File: src/rtl/pipeline_exec_ctrl.sv
// Execution controller that gates the pipeline-stage enable in continuous or single-step mode.
// Optional cycle limit: define PIPELINE_CYCLE_LIMIT_EN to halt with o_timeout once MAX_CYCLES valid cycles have run.
module pipeline_exec_ctrl #(
  parameter int NB_CNT     = 32,
  parameter int MAX_CYCLES = 1024
) (
  input  logic              i_clock,
  input  logic              i_reset,
  input  logic              i_start,
  input  logic              i_exec_mode,
  input  logic              i_step,
  input  logic              i_halt_wb,
  input  logic              i_abort,
  output logic              o_valid,
  output logic              o_busy,
  output logic              o_halted,
  output logic              o_timeout,
  output logic [2:0]        o_state,
  output logic [NB_CNT-1:0] o_cycle_count
);

  typedef enum logic [2:0] {
    ST_IDLE       = 3'd0,
    ST_RUN        = 3'd1,
    ST_STEP_WAIT  = 3'd2,
    ST_STEP_PULSE = 3'd3,
    ST_HALTED     = 3'd4
  } state_t;

  state_t            state;
  logic              step_prev;
  logic [NB_CNT-1:0] cycle_count;
  logic              step_edge;
  logic              counting;
  logic              limit_hit;
  logic [NB_CNT-1:0] cnt_inc;

  assign step_edge = i_step & ~step_prev;
  assign counting  = (state == ST_RUN) || (state == ST_STEP_PULSE);
  assign cnt_inc   = (&cycle_count) ? cycle_count : cycle_count + 1'b1;

`ifdef PIPELINE_CYCLE_LIMIT_EN
  logic timeout_q;
  assign limit_hit = counting && (cnt_inc == NB_CNT'(MAX_CYCLES));
  assign o_timeout = timeout_q;
`else
  logic unused_max_cycles;
  assign unused_max_cycles = (MAX_CYCLES != 0);
  assign limit_hit = 1'b0;
  assign o_timeout = 1'b0;
`endif

  // o_valid is a pure stage enable: downstream stages have no ready, so every
  // cycle it is high is consumed. It is high exactly in RUN and STEP_PULSE.
  assign o_valid       = counting;
  assign o_busy        = counting || (state == ST_STEP_WAIT);
  assign o_halted      = (state == ST_HALTED);
  assign o_state       = state;
  assign o_cycle_count = cycle_count;

  // The execution mode is latched implicitly by the branch taken at start:
  // RUN for continuous, the STEP_* pair for step-by-step.
  always_ff @(posedge i_clock) begin
    if (!i_reset) begin
      state       <= ST_IDLE;
      step_prev   <= 1'b0;
      cycle_count <= '0;
`ifdef PIPELINE_CYCLE_LIMIT_EN
      timeout_q   <= 1'b0;
`endif
    end else begin
      step_prev <= i_step;
      if (counting) cycle_count <= cnt_inc;
      if (i_abort) begin
        state <= ST_IDLE;
      end else begin
        case (state)
          ST_IDLE, ST_HALTED: begin
            if (i_start) begin
              state       <= i_exec_mode ? ST_STEP_WAIT : ST_RUN;
              cycle_count <= '0;
`ifdef PIPELINE_CYCLE_LIMIT_EN
              timeout_q   <= 1'b0;
`endif
            end
          end
          ST_RUN: begin
            if (i_halt_wb || limit_hit) state <= ST_HALTED;
`ifdef PIPELINE_CYCLE_LIMIT_EN
            if (limit_hit) timeout_q <= 1'b1;
`endif
          end
          ST_STEP_WAIT: begin
            // Halt beats a coincident step edge so no stray pulse escapes.
            if (i_halt_wb)      state <= ST_HALTED;
            else if (step_edge) state <= ST_STEP_PULSE;
          end
          ST_STEP_PULSE: begin
            if (i_halt_wb || limit_hit) state <= ST_HALTED;
            else                        state <= ST_STEP_WAIT;
`ifdef PIPELINE_CYCLE_LIMIT_EN
            if (limit_hit) timeout_q <= 1'b1;
`endif
          end
          default: state <= ST_IDLE;
        endcase
      end
    end
  end

endmodule

File: config.mk
export PLATFORM = sky130hd
export DESIGN_NAME = pipeline_exec_ctrl
export DESIGN_NICKNAME = d
export VERILOG_FILES = /design/src/rtl/pipeline_exec_ctrl.sv
export SDC_FILE = /design/constraint.sdc
export NUM_CORES = 1
export LEC_CHECK = 0
export ABC_AREA = 1
export ABC_CLOCK_PERIOD_IN_PS = 4400
export CORE_MARGIN = 1.5
export CORE_UTILIZATION = 55
export DETAILED_ROUTE_END_ITERATION = 7
export PLACE_DENSITY = 0.88
export SLEW_MARGIN = 10
export SYNTH_ARGS = -nofsm -noshare
export SYNTH_HDL_FRONTEND = slang
export SYNTH_SLANG_ARGS = --single-unit
File: constraint.sdc
create_clock -name i_clock -period 4.4 [get_ports i_clock]
set_input_delay 1.1 -clock i_clock [delete_from_list [all_inputs] [get_ports i_clock]]
set_output_delay 1.1 -clock i_clock [all_outputs]
set_load 0.03 [all_outputs]
==> impl_metrics.csv, run 1 <==
group,metric,value,unit
timing,period_minus_slack,2.80,ns
power_and_ir_drop,leakage,0.978,nW
critical_path,critPathArrivalTime,1.70,ns
routing,vias_per_cell,5.27,
layout,antenna_cells,0,
timing,worstMarginPinSlew,0.637,ns
routing,first_pass_iters,4,
die,core,0.00377,mm^2
power_and_ir_drop,power_density,231,mW/mm^2
timing,drv_slew,0,
timing,layout_setup_ws,1.60,ns
placement,gp_congestion,0.934,
logic_synthesis,synth.avg_cell_area,6.07,um^2
critical_path,crit_chain,"inv_2 -> nand2_2 -> inv_2 -> clkdlybuf4s50_1",
timing,slew_headroom,57.4,%
layout,layout_common_cells,"nand2_1 (95), nor2_1 (86), clkdlybuf4s50_1 (44)",
die,pin_count,46,
logic_synthesis,synth_cell_types,26,
layout,drive_gt1_share,7.58,%
routing,num_vias,2409,
logic_synthesis,yosys_warnings,0,
timing,fmax,0.358,GHz
placement,dp_hpwl,4120,um
timing,setup-violations-final,0,
timing,skew,0.00617,ns
run,maxCapViolations,0,
critical_path,critPathMaxStageDelay,0.69,ns
global_routing,overflow,0,
die,start_util,58.7,%
clock_tree,cts_resized,0,
clock_tree,clk_pin_slew_worst_paths,0.07,ns
layout,final_common_cell,"nand2_1",
logic_synthesis,syn-cell-area,0.00221,mm^2
routing,avgRoutedWirePerCell,12.2,um
timing,rsz0062_at_grt,"false",
timing,fin_tns_setup,0,ns
critical_path,start_kind,"register",
die,die_width,66.5,um
clock_tree,cts-hold-fix-buffers,0,
timing,hold_violations,0,
logic_synthesis,synth_fp_nets,373,
logic_synthesis,syn_inst,365,
placement,place_ws,1.91,ns
layout,layout.area.seq,721,um^2
critical_path,path_max_fanout,10,
die,dieArea,0.00442,mm^2
layout,final_util,72.7,%
global_routing,grt_pass1_wl,8980,um
die,num_rows,22,
clock_tree,cts_htree_levels,2,
layout,multiInputGateArea,0.00128,mm^2
timing,fin_crit_sh,63.5,%
logic_synthesis,synth_seq_cells,36,
clock_tree,clockRootBuffer,"clkbuf_8",
global_routing,grtUsageTotal,26.7,%
critical_path,path_class,"register to primary output",
placement,io_buffers,44,
layout,synthToLayoutAreaGrowth,23.8,%
routing,ant_nets,0,
clock_tree,clock_path_buffers,2,
layout,fillers,331,
logic_synthesis,synth_seq_area_share,32.5,%
clock_tree,cts_tree,"done",
clock_tree,post_cts_buffers,0,
worst_hold_path,min_path_type,"register to register",
global_routing,grt_pass1_vias,2063,
clock_tree,insertion_delay,0.30,ns
critical_path,cp.required,3.30,ns
clock_tree,numCtsBuffers,5,
power_and_ir_drop,peakVddDrop,0.241,mV
routing,drt_first_iter_violations,161,
power_and_ir_drop,p_total,633,uW
global_routing,grt_start_max_net_pins,38,
routing,totalWireLength,5560,um
clock_tree,numClockSinks,36,
routing,drc_errors,0,
global_routing,antenna_found_initial,0,
critical_path,end_kind,"primary output",
critical_path,crit_slowest_cell,"clkdlybuf4s50_1",
critical_path,path_common_cell,"inv_2",
layout,layout.nets,416,
run_status,status,"completed",
die,die_y,66.5,um
==> layout make-up <==
| type | count | share of cell area, % |
|---|---|---|
| Clock buffer | 8 | 3.29 |
| Inverter | 37 | 5.07 |
| Multi-Input combinational cell | 283 | 46.8 |
| Sequential cell | 36 | 26.3 |
| Tap cell | 48 | 2.19 |
| Timing Repair Buffer | 45 | 16.3 |
==> worst max-delay path, delay by kind of cell (launching register included) <==
kind	cells	cell delay (ns)
DFF	1	0.34
and+or+nand+nor	1	0.11
buffers and inverters	3	0.94
==> cells in the mapped netlist <==
master | count | area (um^2)
nand4_1 | 8 | 50.1
inv_1 | 31 | 116
inv_2 | 6 | 22.5
nand3_4 | 1 | 17.5
a211oi_1 | 1 | 7.51
nor2_4 | 4 | 45.0
nand3_2 | 3 | 30.0
o21ai_1 | 3 | 15.0
buf_2 | 2 | 10.0
ha_1 | 1 | 12.5
buf_4 | 1 | 7.51
nand3_1 | 34 | 170
o21ai_0 | 2 | 10.0
o22ai_1 | 1 | 6.26
dfxtp_1 | 36 | 721
nand2_2 | 5 | 31.3
nand2_1 | 95 | 357
conb_1 | 1 | 3.75
and2_1 | 1 | 6.26
nor2_2 | 4 | 25.0
clkbuf_4 | 2 | 15.0
a31oi_1 | 2 | 12.5
nor3_1 | 3 | 15.0
a21oi_1 | 28 | 140
buf_6 | 4 | 45.0
nor2_1 | 86 | 323
==> worst paths after layout <==
kind,slack (ns),start,cells after the start,endpoint
worst max-delay path,1.60,o_state[2],4,o_valid
worst min-delay path,0.54,o_state[2],2,o_state[2]
worst max register to register,2.43,o_cycle_count[1],10,o_cycle_count[27]
worst min register to register,0.54,o_state[2],2,o_state[2]
==> flip-flops by register name (all words and copies together) (netlist names) <==
| register | cells |
|---|---|
| o_state | 3 |
| step_prev | 1 |
| o_cycle_count | 32 |
==> metrics by stage <==
step / std cells / hold WS, ns / instance area [um^2]
2_1_floorplan: 365 / 0.573 / 2210
3_3_place_gp: 449 / 0.518 / 2650
3_5_place_dp: 449 / 0.536 / 2650
4_1_cts: 457 / 0.544 / 2740
5_1_grt: 457 / 0.561 / 2740
6_report: 457 / 0.540 / 2740
==> layer usage <==
metal  wire length, um  vias up  GRT usage (%)  part of all wire [%]
met5                 0        -              0                     0
met4               143        0           11.2                   2.6
met3               313       15           5.74                   5.6
met2              2600       81           45.1                    47
met1              2500     1074           32.6                    45
li1                  -     1239              -                     -
==> power by group <==
| part | leakage [nW] | internal [mW] | total, mW | switching [mW] |
|---|---|---|---|---|
| logic | 0.642 | 0.0210 | 0.0541 | 0.0331 |
| clock network | 0.0455 | 0.128 | 0.249 | 0.121 |
| registers | 0.290 | 0.328 | 0.330 | 0.00228 |
==> logic make-up (layout without fill, tap and decap cells) <==
group | Yosys count | count (layout) | synth area share (%)
other | 1 | 1 | 0.169
adders and majority gates | 1 | 1 | 0.565
AOI/OAI and AO/OA | 37 | 37 | 8.64
and+or+nand+nor | 244 | 244 | 48.3
buffers and inverters | 46 | 90 | 9.77
DFF | 36 | 36 | 32.5
(Power assumes the default switching activity.)
==> run 2, diff against run 1 <==
--- a/config.mk
+++ b/config.mk
@@ -6,11 +6,11 @@
 export NUM_CORES = 1
 export LEC_CHECK = 0
 export ABC_AREA = 1
-export ABC_CLOCK_PERIOD_IN_PS = 4400
+export ABC_CLOCK_PERIOD_IN_PS = 2400
 export CORE_MARGIN = 1.5
-export CORE_UTILIZATION = 55
+export CORE_UTILIZATION = 46
 export DETAILED_ROUTE_END_ITERATION = 7
-export PLACE_DENSITY = 0.88
+export PLACE_DENSITY = 0.79
 export SLEW_MARGIN = 10
 export SYNTH_ARGS = -nofsm -noshare
 export SYNTH_HDL_FRONTEND = slang
==> constraint.sdc (replaced) <==
create_clock -name i_clock -period 2.4 [get_ports i_clock]
set_input_delay 0.6 -clock i_clock [delete_from_list [all_inputs] [get_ports i_clock]]
set_output_delay 0.6 -clock i_clock [all_outputs]
set_load 0.03 [all_outputs]
==> run 2 against run 1 <==
Sequential share of layout area fell by 0.072 points. Clock power up 81%. Clock skew is essentially flat. Hold slack worse by 0.0016 ns. Power increased by 82%. Sequential power up 84%. First-iteration DRC count down 6.2%. Design area grew 0.27%.
==> impl_metrics.csv, run 2 (synthesized netlist as in run 1, its figures left out) <==
group,metric,value,unit
run_status,status,"completed",
power_and_ir_drop,power_frac_seq,52.4,%
die,die_y,72.4,um
critical_path,end_kind,"primary output",
critical_path,r2r_setup_slack,0.41,ns
global_routing,overflow,0,
clock_tree,cts_tree,"done",
timing,worstMarginPinSlew,0.641,ns
timing,drv_slew,0,
clock_tree,cts_htree_levels,2,
run,maxCapViolations,0,
layout,layout.nets,416,
global_routing,use_met1,27.9,%
routing,avgRoutedWirePerCell,11.7,um
placement,place_ws,0.414,ns
global_routing,use_met3,5.28,%
global_routing,antenna_found_initial,0,
layout,synthToLayoutAreaGrowth,24.1,%
clock_tree,clk_pin_slew_worst_paths,0.07,ns
critical_path,path_class,"register to primary output",
die,core,0.00469,mm^2
critical_path,r2r_start,"o_cycle_count[0]",
layout,final_common_cell,"nand2_1",
layout,antenna_cells,0,
die,pin_count,46,
global_routing,grt_pass1_wl,9250,um
critical_path,cp.required,1.80,ns
die,num_rows,25,
placement,io_buffers,44,
power_and_ir_drop,peakVddDrop,0.284,mV
layout,instances_no_fill,463,
global_routing,grt_start_max_net_pins,38,
timing,setup-violations-final,0,
timing,period_minus_slack,2.30,ns
die,start_util,47.2,%
power_and_ir_drop,leakage,0.978,nW
die,die_width,72.4,um
routing,drt_first_iter_violations,151,
power_and_ir_drop,p_int,874,uW
placement,dp_hpwl,4030,um
clock_tree,numCtsBuffers,5,
timing,rsz0062_at_grt,"false",
layout,largest_reg_flops,32,
clock_tree,cts_resized,0,
timing,slew_headroom,57.1,%
timing,hold_violations,0,
clock_tree,post_cts_buffers,0,
routing,ant_nets,0,
layout,drive_gt1_share,7.58,%
placement,dp.cells,455,
power_and_ir_drop,power_density,420,mW/mm^2
critical_path,start_kind,"register",
placement,gp_congestion,0.905,
clock_tree,numClockSinks,36,
power_and_ir_drop,pwr-share-clk,39.0,%
clock_tree,insertion_delay,0.29,ns
power_and_ir_drop,p_comb_share,8.6,%
critical_path,critPathArrivalTime,1.70,ns
power_and_ir_drop,switching_share,24.3,%
routing,drc_errors,0,
die,dieArea,0.00524,mm^2
timing,fin_crit_sh,96.0,%
clock_tree,clockRootBuffer,"clkbuf_8",
routing,totalWireLength,5410,um
global_routing,grtUsageTotal,22.3,%
global_routing,grt_most_used_layer,"met2",
timing,skew,0.00654,ns
critical_path,worstSetupStartpoint,"o_state[2]",
routing,vias_per_cell,5.11,
critical_path,path_max_fanout,10,
timing,fin_tns_setup,0,ns
global_routing,grt_pass1_vias,2175,
worst_hold_path,min_path_type,"register to register",
layout,layout_common_cells,"nand2_1 (95), nor2_1 (86), clkdlybuf4s50_1 (44)",
timing,layout_setup_ws,0.0962,ns
power_and_ir_drop,switching_power,281,uW
timing,fmax,0.434,GHz
clock_tree,clock_path_buffers,2,
routing,first_pass_iters,4,
routing,num_vias,2368,
clock_tree,cts-hold-fix-buffers,0,
worst_hold_path,worstHoldStart,"o_state[2]",
global_routing,grt_use_met2,35.6,%
[run 2: cell counts in the layout (fill, tap and decap cells not counted)]
Identical to the previous run, type by type.
[run 2: layer usage]
layer	share of wire, %	wire, um
met1	47	2540
met2	46	2470
met3	5.1	275
met4	2.3	125
met5	0	0
[run 2: layout make-up]
class | instances | area [um^2]
Fill cell | 477 | 1940
Inverter | 37 | 139
Multi-Input combinational cell | 283 | 1280
Sequential cell | 36 | 721
Clock buffer | 8 | 90.1
Timing Repair Buffer | 45 | 448
Tap cell | 54 | 67.6
[run 2: worst paths after layout]
check | end | depth (start not counted)
hold reg to reg | o_state[2] | 2
hold / removal | o_state[2] | 2
setup / recovery | o_valid | 4
setup reg to reg | o_cycle_count[31] | 10
[run 2: critical path, stage by stage (launching register included)]
cell             delay [ns]
dfxtp_1                0.34
inv_2                  0.08
nand2_2                0.12
inv_2                  0.18
clkdlybuf4s50_1        0.69
[run 2: power by group through the flow]
stage / Sequential [mW] / Clock, mW / Combinational (mW)
after floorplan: 0.626 / 0 / 0.0600
after global placement: 0.619 / 0 / 0.0965
after detailed placement: 0.619 / 0 / 0.0985
after CTS: 0.605 / 0.466 / 0.0988
after global routing: 0.606 / 0.479 / 0.109
final: 0.606 / 0.451 / 0.0988
[run 2: metrics by stage]
step	util (%)	power, mW	hold WS (ns)	instance area [um^2]
after floorplan	-	0.686	0.573	2210
after global placement	56.7	0.715	0.516	2660
after detailed placement	56.7	0.718	0.532	2660
after CTS	58.6	1.17	0.541	2750
after global routing	58.6	1.19	0.582	2750
final	58.6	1.16	0.538	2750
==> run 3, diff against run 2 <==
--- a/config.mk
+++ b/config.mk
@@ -10,6 +10,7 @@
 export CORE_MARGIN = 1.5
 export CORE_UTILIZATION = 46
 export DETAILED_ROUTE_END_ITERATION = 7
+export GPL_ROUTABILITY_DRIVEN = 0
 export PLACE_DENSITY = 0.79
 export SLEW_MARGIN = 10
 export SYNTH_ARGS = -nofsm -noshare
==> run 3 against run 2 <==
Clock-buffer cell count stayed put. Critical path depth unchanged. Non-clock buffer count did not move. Combinational power rose by 0.9%. Power down 1.1%. Sequential power hardly changed.
==> impl_metrics.csv, run 3 (synthesized netlist as in run 1, its figures left out) <==
group,metric,value,unit
global_routing,grtUsageTotal,22.2,%
timing,fin_tns_setup,0,ns
clock_tree,cts_tree,"done",
placement,dp.cells,455,
routing,vias_per_cell,5.23,
placement,place_ws,0.419,ns
clock_tree,numCtsBuffers,5,
routing,ant_nets,0,
power_and_ir_drop,power_density,416,mW/mm^2
layout,layout_common_cells,"nand2_1 (95), nor2_1 (86), clkdlybuf4s50_1 (44)",
critical_path,path_class,"register to primary output",
clock_tree,insertion_delay,0.29,ns
clock_tree,clockRootBuffer,"clkbuf_8",
die,die_width,72.4,um
clock_tree,clk_pin_slew_worst_paths,0.06,ns
critical_path,start_kind,"register",
layout,drive_gt1_share,7.58,%
routing,avgRoutedWirePerCell,12.0,um
layout,largest_reg_flops,32,
power_and_ir_drop,p_comb_share,8.7,%
clock_tree,clock_path_buffers,2,
critical_path,crit_slowest_cell,"clkdlybuf4s50_1",
clock_tree,cts-hold-fix-buffers,0,
timing,setup-violations-final,0,
worst_hold_path,min_path_type,"register to register",
run_status,status,"completed",
power_and_ir_drop,peakVddDrop,0.308,mV
routing,num_vias,2421,
global_routing,grt_pass1_vias,2127,
critical_path,critPathArrivalTime,1.67,ns
clock_tree,cts_resized,0,
power_and_ir_drop,switching_power,268,uW
critical_path,critPathMaxStageDelay,0.69,ns
global_routing,grt_pass1_wl,9200,um
die,dieArea,0.00524,mm^2
die,core,0.00469,mm^2
power_and_ir_drop,switching_share,23.5,%
timing,worstMarginPinSlew,0.660,ns
timing,slew_headroom,55.9,%
timing,skew,0.00705,ns
power_and_ir_drop,p_int,874,uW
timing,fin_crit_sh,94.7,%
routing,first_pass_iters,4,
critical_path,cp.required,1.80,ns
placement,io_buffers,44,
global_routing,grt_start_max_net_pins,38,
die,die_y,72.4,um
clock_tree,numClockSinks,36,
run,maxCapViolations,0,
global_routing,overflow,0,
critical_path,critPathBufInv,3,
critical_path,path_max_fanout,10,
placement,dp_hpwl,4200,um
placement,dpl_cell_area,0.00266,mm^2
power_and_ir_drop,leakage,0.978,nW
routing,drc_errors,0,
timing,layout_setup_ws,0.126,ns
critical_path,crit_chain,"inv_2 -> nand2_2 -> inv_2 -> clkdlybuf4s50_1",
power_and_ir_drop,pwr-share-clk,38.3,%
timing,drv_slew,0,
timing,period_minus_slack,2.27,ns
timing,hold_violations,0,
die,start_util,47.2,%
layout,layout.nets,416,
critical_path,end_kind,"primary output",
timing,fmax,0.440,GHz
layout,synthToLayoutAreaGrowth,24.1,%
timing,rsz0062_at_grt,"false",
critical_path,path_common_cell,"inv_2",
power_and_ir_drop,power_frac_seq,53.0,%
layout,fin_area,0.00275,mm^2
die,pin_count,46,
layout,fillers,478,
layout,final_common_cell,"nand2_1",
clock_tree,post_cts_buffers,0,
layout,antenna_cells,0,
layout,instances_no_fill,463,
timing,whs,0.530,ns
routing,drt_first_iter_violations,123,
die,num_rows,25,
critical_path,crit_family,"buffers and inverters",
routing,totalWireLength,5580,um
global_routing,antenna_found_initial,0,
clock_tree,cts_htree_levels,2,
-- run 3: cell counts in the layout (fill, tap and decap cells not counted) --
No cell type changed its count.
-- run 3: layout make-up --
cell class	instances	area (um^2)	share of cell area [%]
Clock buffer	8	90.1	3.28
Inverter	37	139	5.05
Multi-Input combinational cell	283	1280	46.7
Sequential cell	36	721	26.2
Tap cell	54	67.6	2.46
Timing Repair Buffer	45	448	16.3
-- run 3: power groups by stage --
stage                     Clock (mW)  Combinational, mW  Sequential [mW]
after global placement             0             0.0964            0.619
final                          0.437             0.0997            0.606
after global routing           0.468              0.111            0.605
after CTS                      0.447             0.0997            0.605
after floorplan                    0             0.0600            0.626
after detailed placement           0             0.0994            0.619
-- run 3: stage by stage --
| step | util, % | total power, mW |
|---|---|---|
| 2_1_floorplan | - | 0.686 |
| 3_5_place_dp | 56.7 | 0.719 |
| 4_1_cts | 58.6 | 1.15 |
| 3_3_place_gp | 56.7 | 0.715 |
| 6_report | 58.6 | 1.14 |
| 5_1_grt | 58.6 | 1.18 |
-- run 3: final timing paths --
check	depth (start not counted)	end	slack, ns	from
setup reg to reg	10	o_cycle_count[12]	0.48	o_cycle_count[0]
setup / recovery	4	o_valid	0.13	o_state[2]
hold / removal	2	o_state[2]	0.53	o_state[2]
hold reg to reg	2	o_state[2]	0.53	o_state[2]
-- run 3: layer usage --
metal	global-route usage, %	routed length, um	vias to the layer above
li1	-	-	1252
met1	27.4	2520	1083
met3	4.44	309	12
met2	38.3	2650	74
met4	7.76	95	0
met5	0	0	-
-- run 3: worst register-to-register path: stages (launching register included) --
cell and delay, ns:
dfxtp_1 0.39, ha_1 0.23, inv_1 0.05, nor2_1 0.14, nand2_2 0.09, nor2_1 0.10, nand2_1 0.40, nand3_1 0.26
nand2_1 0.07, nand2_1 0.06, nor2_1 0.04
